==> src/rtl/riscv_lsu_pkg.sv <==
// Shared constants for the load/store unit: funct3 encodings, FSM states,
// response error codes and the request legality helpers.
package riscv_lsu_pkg;

  localparam logic [2:0] F3_B  = 3'b000;
  localparam logic [2:0] F3_H  = 3'b001;
  localparam logic [2:0] F3_W  = 3'b010;
  localparam logic [2:0] F3_BU = 3'b100;
  localparam logic [2:0] F3_HU = 3'b101;

  typedef logic [1:0] lsu_state_t;
  localparam lsu_state_t IDLE   = 2'd0;
  localparam lsu_state_t ACCESS = 2'd1;
  localparam lsu_state_t RESP   = 2'd2;

  localparam logic [1:0] ERR_OK       = 2'b00;
  localparam logic [1:0] ERR_MISALIGN = 2'b01;
  localparam logic [1:0] ERR_ILLEGAL  = 2'b10;
  localparam logic [1:0] ERR_TIMEOUT  = 2'b11;

  // Unsigned widths exist only for loads; 011/110/111 never encode a memory op.
  function automatic logic f3_illegal(input logic we, input logic [2:0] f3);
    logic ill;
    case (f3)
      F3_B, F3_H, F3_W: ill = 1'b0;
      F3_BU, F3_HU:     ill = we;
      default:          ill = 1'b1;
    endcase
    return ill;
  endfunction

  function automatic logic f3_misaligned(input logic [2:0] f3, input logic [1:0] off);
    logic mis;
    case (f3)
      F3_H, F3_HU: mis = off[0];
      F3_W:        mis = (off != 2'b00);
      default:     mis = 1'b0;
    endcase
    return mis;
  endfunction

endpackage

==> src/rtl/lsu_load_align.sv <==
// Load data alignment: shift the addressed lane down, then sign- or
// zero-extend according to the access width.
module lsu_load_align
  import riscv_lsu_pkg::*;
(
  input  logic [31:0] rdata,
  input  logic [1:0]  offset,
  input  logic [2:0]  funct3,
  output logic [31:0] data
);

  logic [31:0] w;

  assign w = rdata >> {offset, 3'b000};

  // Select width and extension mode.
  always_comb begin
    data = w;
    case (funct3)
      F3_B:    data = {{24{w[7]}}, w[7:0]};
      F3_BU:   data = {24'h0, w[7:0]};
      F3_H:    data = {{16{w[15]}}, w[15:0]};
      F3_HU:   data = {16'h0, w[15:0]};
      F3_W:    data = w;
      default: data = w;
    endcase
  end

endmodule

==> src/rtl/riscv_lsu.sv <==
// Load/store unit: accepts one memory op from EX, runs a single req/ack bus
// transaction (or reports an error without touching the bus) and returns a
// one-cycle response. busy stalls the core while an op is outstanding.
module riscv_lsu
  import riscv_lsu_pkg::*;
#(
  parameter int unsigned TIMEOUT = 16,
  parameter int unsigned ADDR_W  = 32
) (
  input  logic              clk,
  input  logic              rst,
  input  logic              req_valid,
  output logic              req_ready,
  input  logic              req_we,
  input  logic [2:0]        req_funct3,
  input  logic [ADDR_W-1:0] req_addr,
  input  logic [31:0]       req_wdata,
  input  logic [4:0]        req_rd,
  output logic              mem_req,
  output logic              mem_we,
  output logic [ADDR_W-1:0] mem_addr,
  output logic [3:0]        mem_be,
  output logic [31:0]       mem_wdata,
  input  logic              mem_ack,
  input  logic [31:0]       mem_rdata,
  output logic              rsp_valid,
  output logic [4:0]        rsp_rd,
  output logic [31:0]       rsp_data,
  output logic [1:0]        rsp_err,
  output logic              busy
);

  localparam logic [7:0] CntLast = 8'(TIMEOUT - 1);

  lsu_state_t        state_q, state_d;
  logic [7:0]        cnt_q, cnt_d;
  logic [31:0]       rsp_data_q, rsp_data_d;
  logic [4:0]        rsp_rd_q, rsp_rd_d;
  logic [1:0]        rsp_err_q, rsp_err_d;

  logic              we_q;
  logic [2:0]        f3_q;
  logic [ADDR_W-1:0] addr_q;
  logic [4:0]        rd_q;
  logic [3:0]        be_q;
  logic [31:0]       wdata_q;

  logic              accept;
  logic              req_illegal;
  logic              req_misalign;
  logic [3:0]        be_new;
  logic [31:0]       wdata_new;
  logic [31:0]       load_data;

  assign accept       = (state_q == IDLE) && req_valid;
  assign req_illegal  = f3_illegal(req_we, req_funct3);
  assign req_misalign = f3_misaligned(req_funct3, req_addr[1:0]);

  // Store lane enables and replicated write data; loads always read the full word.
  always_comb begin
    be_new    = 4'b1111;
    wdata_new = req_wdata;
    case (req_funct3[1:0])
      2'b00: begin
        be_new    = 4'b0001 << req_addr[1:0];
        wdata_new = {4{req_wdata[7:0]}};
      end
      2'b01: begin
        be_new    = 4'b0011 << req_addr[1:0];
        wdata_new = {2{req_wdata[15:0]}};
      end
      default: begin
        be_new    = 4'b1111;
        wdata_new = req_wdata;
      end
    endcase
    if (!req_we) be_new = 4'b1111;
  end

  lsu_load_align u_load_align (
    .rdata  (mem_rdata),
    .offset (addr_q[1:0]),
    .funct3 (f3_q),
    .data   (load_data)
  );

  // Next-state, timeout counter and response capture.
  always_comb begin
    state_d    = state_q;
    cnt_d      = cnt_q;
    rsp_data_d = rsp_data_q;
    rsp_rd_d   = rsp_rd_q;
    rsp_err_d  = rsp_err_q;
    case (state_q)
      IDLE: begin
        cnt_d = '0;
        if (req_valid) begin
          rsp_data_d = '0;
          rsp_rd_d   = '0;
          if (req_illegal) begin
            state_d   = RESP;
            rsp_err_d = ERR_ILLEGAL;
          end else if (req_misalign) begin
            state_d   = RESP;
            rsp_err_d = ERR_MISALIGN;
          end else begin
            state_d   = ACCESS;
            rsp_err_d = ERR_OK;
          end
        end
      end
      ACCESS: begin
        // An ack on the final counted cycle still completes normally.
        if (mem_ack) begin
          state_d    = RESP;
          rsp_err_d  = ERR_OK;
          rsp_data_d = we_q ? 32'h0 : load_data;
          rsp_rd_d   = we_q ? 5'd0 : rd_q;
        end else if (cnt_q == CntLast) begin
          state_d    = RESP;
          rsp_err_d  = ERR_TIMEOUT;
          rsp_data_d = '0;
          rsp_rd_d   = '0;
        end else begin
          cnt_d = cnt_q + 8'd1;
        end
      end
      RESP:    state_d = IDLE;
      default: state_d = IDLE;
    endcase
  end

  // Control state; reset abandons any in-flight access.
  always_ff @(posedge clk or posedge rst) begin
    if (rst) begin
      state_q    <= IDLE;
      cnt_q      <= '0;
      rsp_data_q <= '0;
      rsp_rd_q   <= '0;
      rsp_err_q  <= ERR_OK;
    end else begin
      state_q    <= state_d;
      cnt_q      <= cnt_d;
      rsp_data_q <= rsp_data_d;
      rsp_rd_q   <= rsp_rd_d;
      rsp_err_q  <= rsp_err_d;
    end
  end

  // Request latch; these registers drive the bus directly so it stays stable in ACCESS.
  always_ff @(posedge clk or posedge rst) begin
    if (rst) begin
      we_q    <= 1'b0;
      f3_q    <= '0;
      addr_q  <= '0;
      rd_q    <= '0;
      be_q    <= '0;
      wdata_q <= '0;
    end else if (accept) begin
      we_q    <= req_we;
      f3_q    <= req_funct3;
      addr_q  <= req_addr;
      rd_q    <= req_rd;
      be_q    <= be_new;
      wdata_q <= wdata_new;
    end
  end

  assign req_ready = (state_q == IDLE);
  assign busy      = ~req_ready;
  assign mem_req   = (state_q == ACCESS);
  assign mem_we    = we_q;
  assign mem_addr  = {addr_q[ADDR_W-1:2], 2'b00};
  assign mem_be    = be_q;
  assign mem_wdata = wdata_q;
  assign rsp_valid = (state_q == RESP);
  assign rsp_data  = rsp_valid ? rsp_data_q : 32'h0;
  assign rsp_rd    = rsp_valid ? rsp_rd_q : 5'd0;
  assign rsp_err   = rsp_valid ? rsp_err_q : ERR_OK;

endmodule
==> config.mk <==
export PLATFORM = sky130hd
export DESIGN_NAME = riscv_lsu
export DESIGN_NICKNAME = d
export VERILOG_FILES = /design/src/rtl/riscv_lsu_pkg.sv /design/src/rtl/lsu_load_align.sv /design/src/rtl/riscv_lsu.sv
export SDC_FILE = /design/constraint.sdc
export NUM_CORES = 1
export LEC_CHECK = 0
export BUFFER_PORTS_ARGS = -buffer_cell sky130_fd_sc_hd__buf_2
export CAP_MARGIN = 20
export CELL_PAD_IN_SITES_DETAIL_PLACEMENT = 1
export CELL_PAD_IN_SITES_GLOBAL_PLACEMENT = 1
export CORE_ASPECT_RATIO = 1.4
export CORE_MARGIN = 2
export CORE_UTILIZATION = 40
export DETAILED_ROUTE_END_ITERATION = 12
export HOLD_SLACK_MARGIN = 0.05
export PLACE_DENSITY = 0.95
export SETUP_SLACK_MARGIN = 0.15
export SYNTH_ARGS = -nofsm -noshare
export SYNTH_HDL_FRONTEND = slang
export SYNTH_HIERARCHICAL = 1
export SYNTH_SLANG_ARGS = --single-unit
==> constraint.sdc <==
create_clock -name clk -period 7.45 [get_ports clk]
set_clock_uncertainty 0.05 [all_clocks]
set_input_delay 1.49 -clock clk [delete_from_list [all_inputs] [get_ports clk]]
set_output_delay 1.49 -clock clk [all_outputs]
set_load 0.01 [all_outputs]
==> out/qor.yml <==
synthFlopType: "dfrtp_1"
htreeDepth: 4
path_clk_slew_ns: 0.06
crit_fanout: 13
grt_use_met3: 0.0540
drv_cap: 0
crit_chain: "nor2_1 > inv_1 > buf_2"
syn2layout_area_growth_pct: 25.0
rsz0062_at_grt: "no"
final_common_cell: "buf_2"
endpoint_kind: "primary output"
fin_crit_sh: 0.446
grt_pass1_vias: 6003
peakVddDrop_uv: 171
root_buffer: "clkbuf_16"
synth_edf_count: 0
max_freq_mhz: 301
clock_sinks: 126
worstReg2RegStart: "state_q[0]$_DFFE_PP0P_"
grt-busiest-layer: "met2"
fin_tns_setup_ns: 0
start_util: 0.410
slew_headroom: 0.349
grt_pass1_wl_mm: 31.0
status: "finished, final reports clean"
reg2reg_to: "mem_be[0]$_DFFE_PP0P_"
worst_pin_slew_ns: 0.976
power_density_mw_per_mm2: 331
antenna_found_initial: 4
wl_per_cell_um: 18.1
die_area_sq_mm: 0.0170
drc: 0
slew_viol_final: 0
synth_area_sq_mm: 0.00639
crit_end: "busy"
die_w_um: 111
routabilityCongestion: 0.855
drive_gt1_frac: 0.308
grt_max_degree: 99
groute.usage.overall: 0.227
fin_crit_ns: 3.33
crit_path_start_kind: "flop"
mostFrequentLayoutCells: "buf_2 (218), nand2_1 (197), dfrtp_1 (126), mux2i_1 (45), and2_1 (39)"
avgSynthCellArea_sq_um: 9.19
synth-seq-cells: 126
dpl_cell_area_sq_mm: 0.00735
place.detailed.hpwl_mm: 13.7
clockBufferDepth: 2
layout.nets: 974
startpoint: "state_q[0]$_DFFE_PP0P_"
die_y_um: 154
r2r_setup_slack_ns: 5.13
crit_required_ns: 5.91
holdBufCountCts: 0
yosysWarnings: 6
hold_viol: 0
reg2reg_depth: 4
drt-pass1-iter-count: 4
synth.distinct_cells: 49
drtAntennaViolNets: 0
total_power_mw: 2.65
worst_path_max_delay_cell: "dfrtp_1"
cts_buffers: 17
cts_resized: 0
core.rowCount: 54
vias: 5670
setup_viol: 0
synthArstFlopShare: 1.00
post-cts-setup-buffers: 0
routed_wl_mm: 19.5
grt_use_met2: 0.401
critPathArrivalTime_ns: 1.79
tritoncts: "built"
numPortBuffers: 218
gr-usage-met1: 0.258
hold_class: "flop to flop"
via_per_inst: 5.27
worstSkewPairLatency_ns: 0.41
syn_inst: 696
seq_area_frac_synth: 0.493
fin_area_sq_mm: 0.00799
max_stage_delay_ns: 0.53
p_leak_nw: 4.29
drt_iter0_markers: 256
grt-ovfl-total: 0
path_class: "flop to primary output"
io_pins: 221
core_area_sq_mm: 0.0156
registers in the layout, indices dropped and copies added, names as in the netlist:
| signal | cells |
|---|---|
| mem_wdata | 32 |
| rsp_err_q | 2 |
| addr_q | 32 |
| rsp_data_q | 32 |
| f3_q | 3 |
| cnt_q | 8 |
| mem_be | 4 |
| mem_we | 1 |
| rsp_rd_q | 5 |
| state_q | 2 |
| rd_q | 5 |
power by group:
part,switching (mW),total [mW],internal (mW)
clock network,0.315,0.877,0.562
logic,0.488,0.790,0.302
registers,0.125,0.981,0.856
cells by family after synthesis:
group / count (synthesis) / share of synthesized area
AND/OR/NAND/NOR: 307 / 0.213
AO/OA/AOI/OAI: 129 / 0.142
flip-flops: 126 / 0.493
buffers and inverters: 83 / 0.0724
multiplexers: 47 / 0.0740
XOR/XNOR: 2 / 0.00274
adder cells (fa/ha/maj): 1 / 0.00196
other: 1 / 0.000586
area by class of cell:
class | instances | area [sq um]
clock inverters | 13 | 190
multi-input cells | 488 | 2790
diodes | 2 | 5.00
inverters | 7 | 28.8
flip-flops and latches | 126 | 3150
well taps | 196 | 245
clock buffers | 19 | 433
repair buffers | 224 | 1140
fillers | 1857 | 7610
per-layer routing:
metal | up-vias | wire length, um
li1 | 2644 | -
met1 | 2774 | 7620
met2 | 201 | 10000
met3 | 47 | 1050
met4 | 4 | 751
met5 | - | 27
how the worst min path moves through the flow:
stage	cells past startpoint	startpoint	slack, ns	end
after detailed placement	2	mem_wdata[3]$_DFFE_PP0P_	0.41	mem_wdata[3]$_DFFE_PP0P_
after global placement	2	addr_q[14]$_DFFE_PP0P_	0.40	addr_q[14]$_DFFE_PP0P_
final	2	addr_q[19]$_DFFE_PP0P_	0.42	addr_q[19]$_DFFE_PP0P_
after global routing	2	mem_wdata[7]$_DFFE_PP0P_	0.43	mem_wdata[7]$_DFFE_PP0P_
after CTS	2	addr_q[17]$_DFFE_PP0P_	0.42	addr_q[17]$_DFFE_PP0P_
after floorplan	2	addr_q[1]$_DFFE_PP0P_	0.39	addr_q[1]$_DFFE_PP0P_
metrics by stage:
stage | worst slack, ns | hold slack [ns] | util | instances
after floorplan | 2.55 | 0.390 | - | 697
after global placement | 4.15 | 0.403 | 0.471 | 1040
after detailed placement | 3.99 | 0.407 | 0.471 | 1040
after CTS | 3.55 | 0.422 | 0.511 | 1072
after global routing | 3.99 | 0.433 | 0.512 | 1075
final | 4.12 | 0.418 | 0.512 | 1075
critical path, delay by kind of cell (launching register included):
kind	cells	cell delay, ns
buffers and inverters	2	0.37
DFF	1	0.53
and+or+nand+nor	1	0.48
synthesized netlist by cell type (2+ instances only):
cell | count | area share
nor2_1 | 36 | 0.021
buf_6 | 2 | 0.0035
buf_1 | 6 | 0.0035
buf_2 | 10 | 0.0078
nand3_1 | 6 | 0.0047
xor2_1 | 2 | 0.0027
mux2_2 | 2 | 0.0035
mux2i_1 | 45 | 0.070
a22o_1 | 38 | 0.052
inv_1 | 7 | 0.0041
a21o_1 | 2 | 0.0023
and3_1 | 3 | 0.0029
clkbuf_1 | 25 | 0.015
a31oi_1 | 3 | 0.0029
buf_4 | 33 | 0.039
o21ai_2 | 2 | 0.0027
a21oi_1 | 18 | 0.014
nor2b_1 | 12 | 0.012
nand2_1 | 198 | 0.12
a211oi_1 | 14 | 0.016
o21ai_0 | 36 | 0.028
dfrtp_1 | 126 | 0.49
nand3b_1 | 4 | 0.0047
o311ai_0 | 2 | 0.0027
and2_1 | 40 | 0.039
Power figures use the tool's default switching activity.
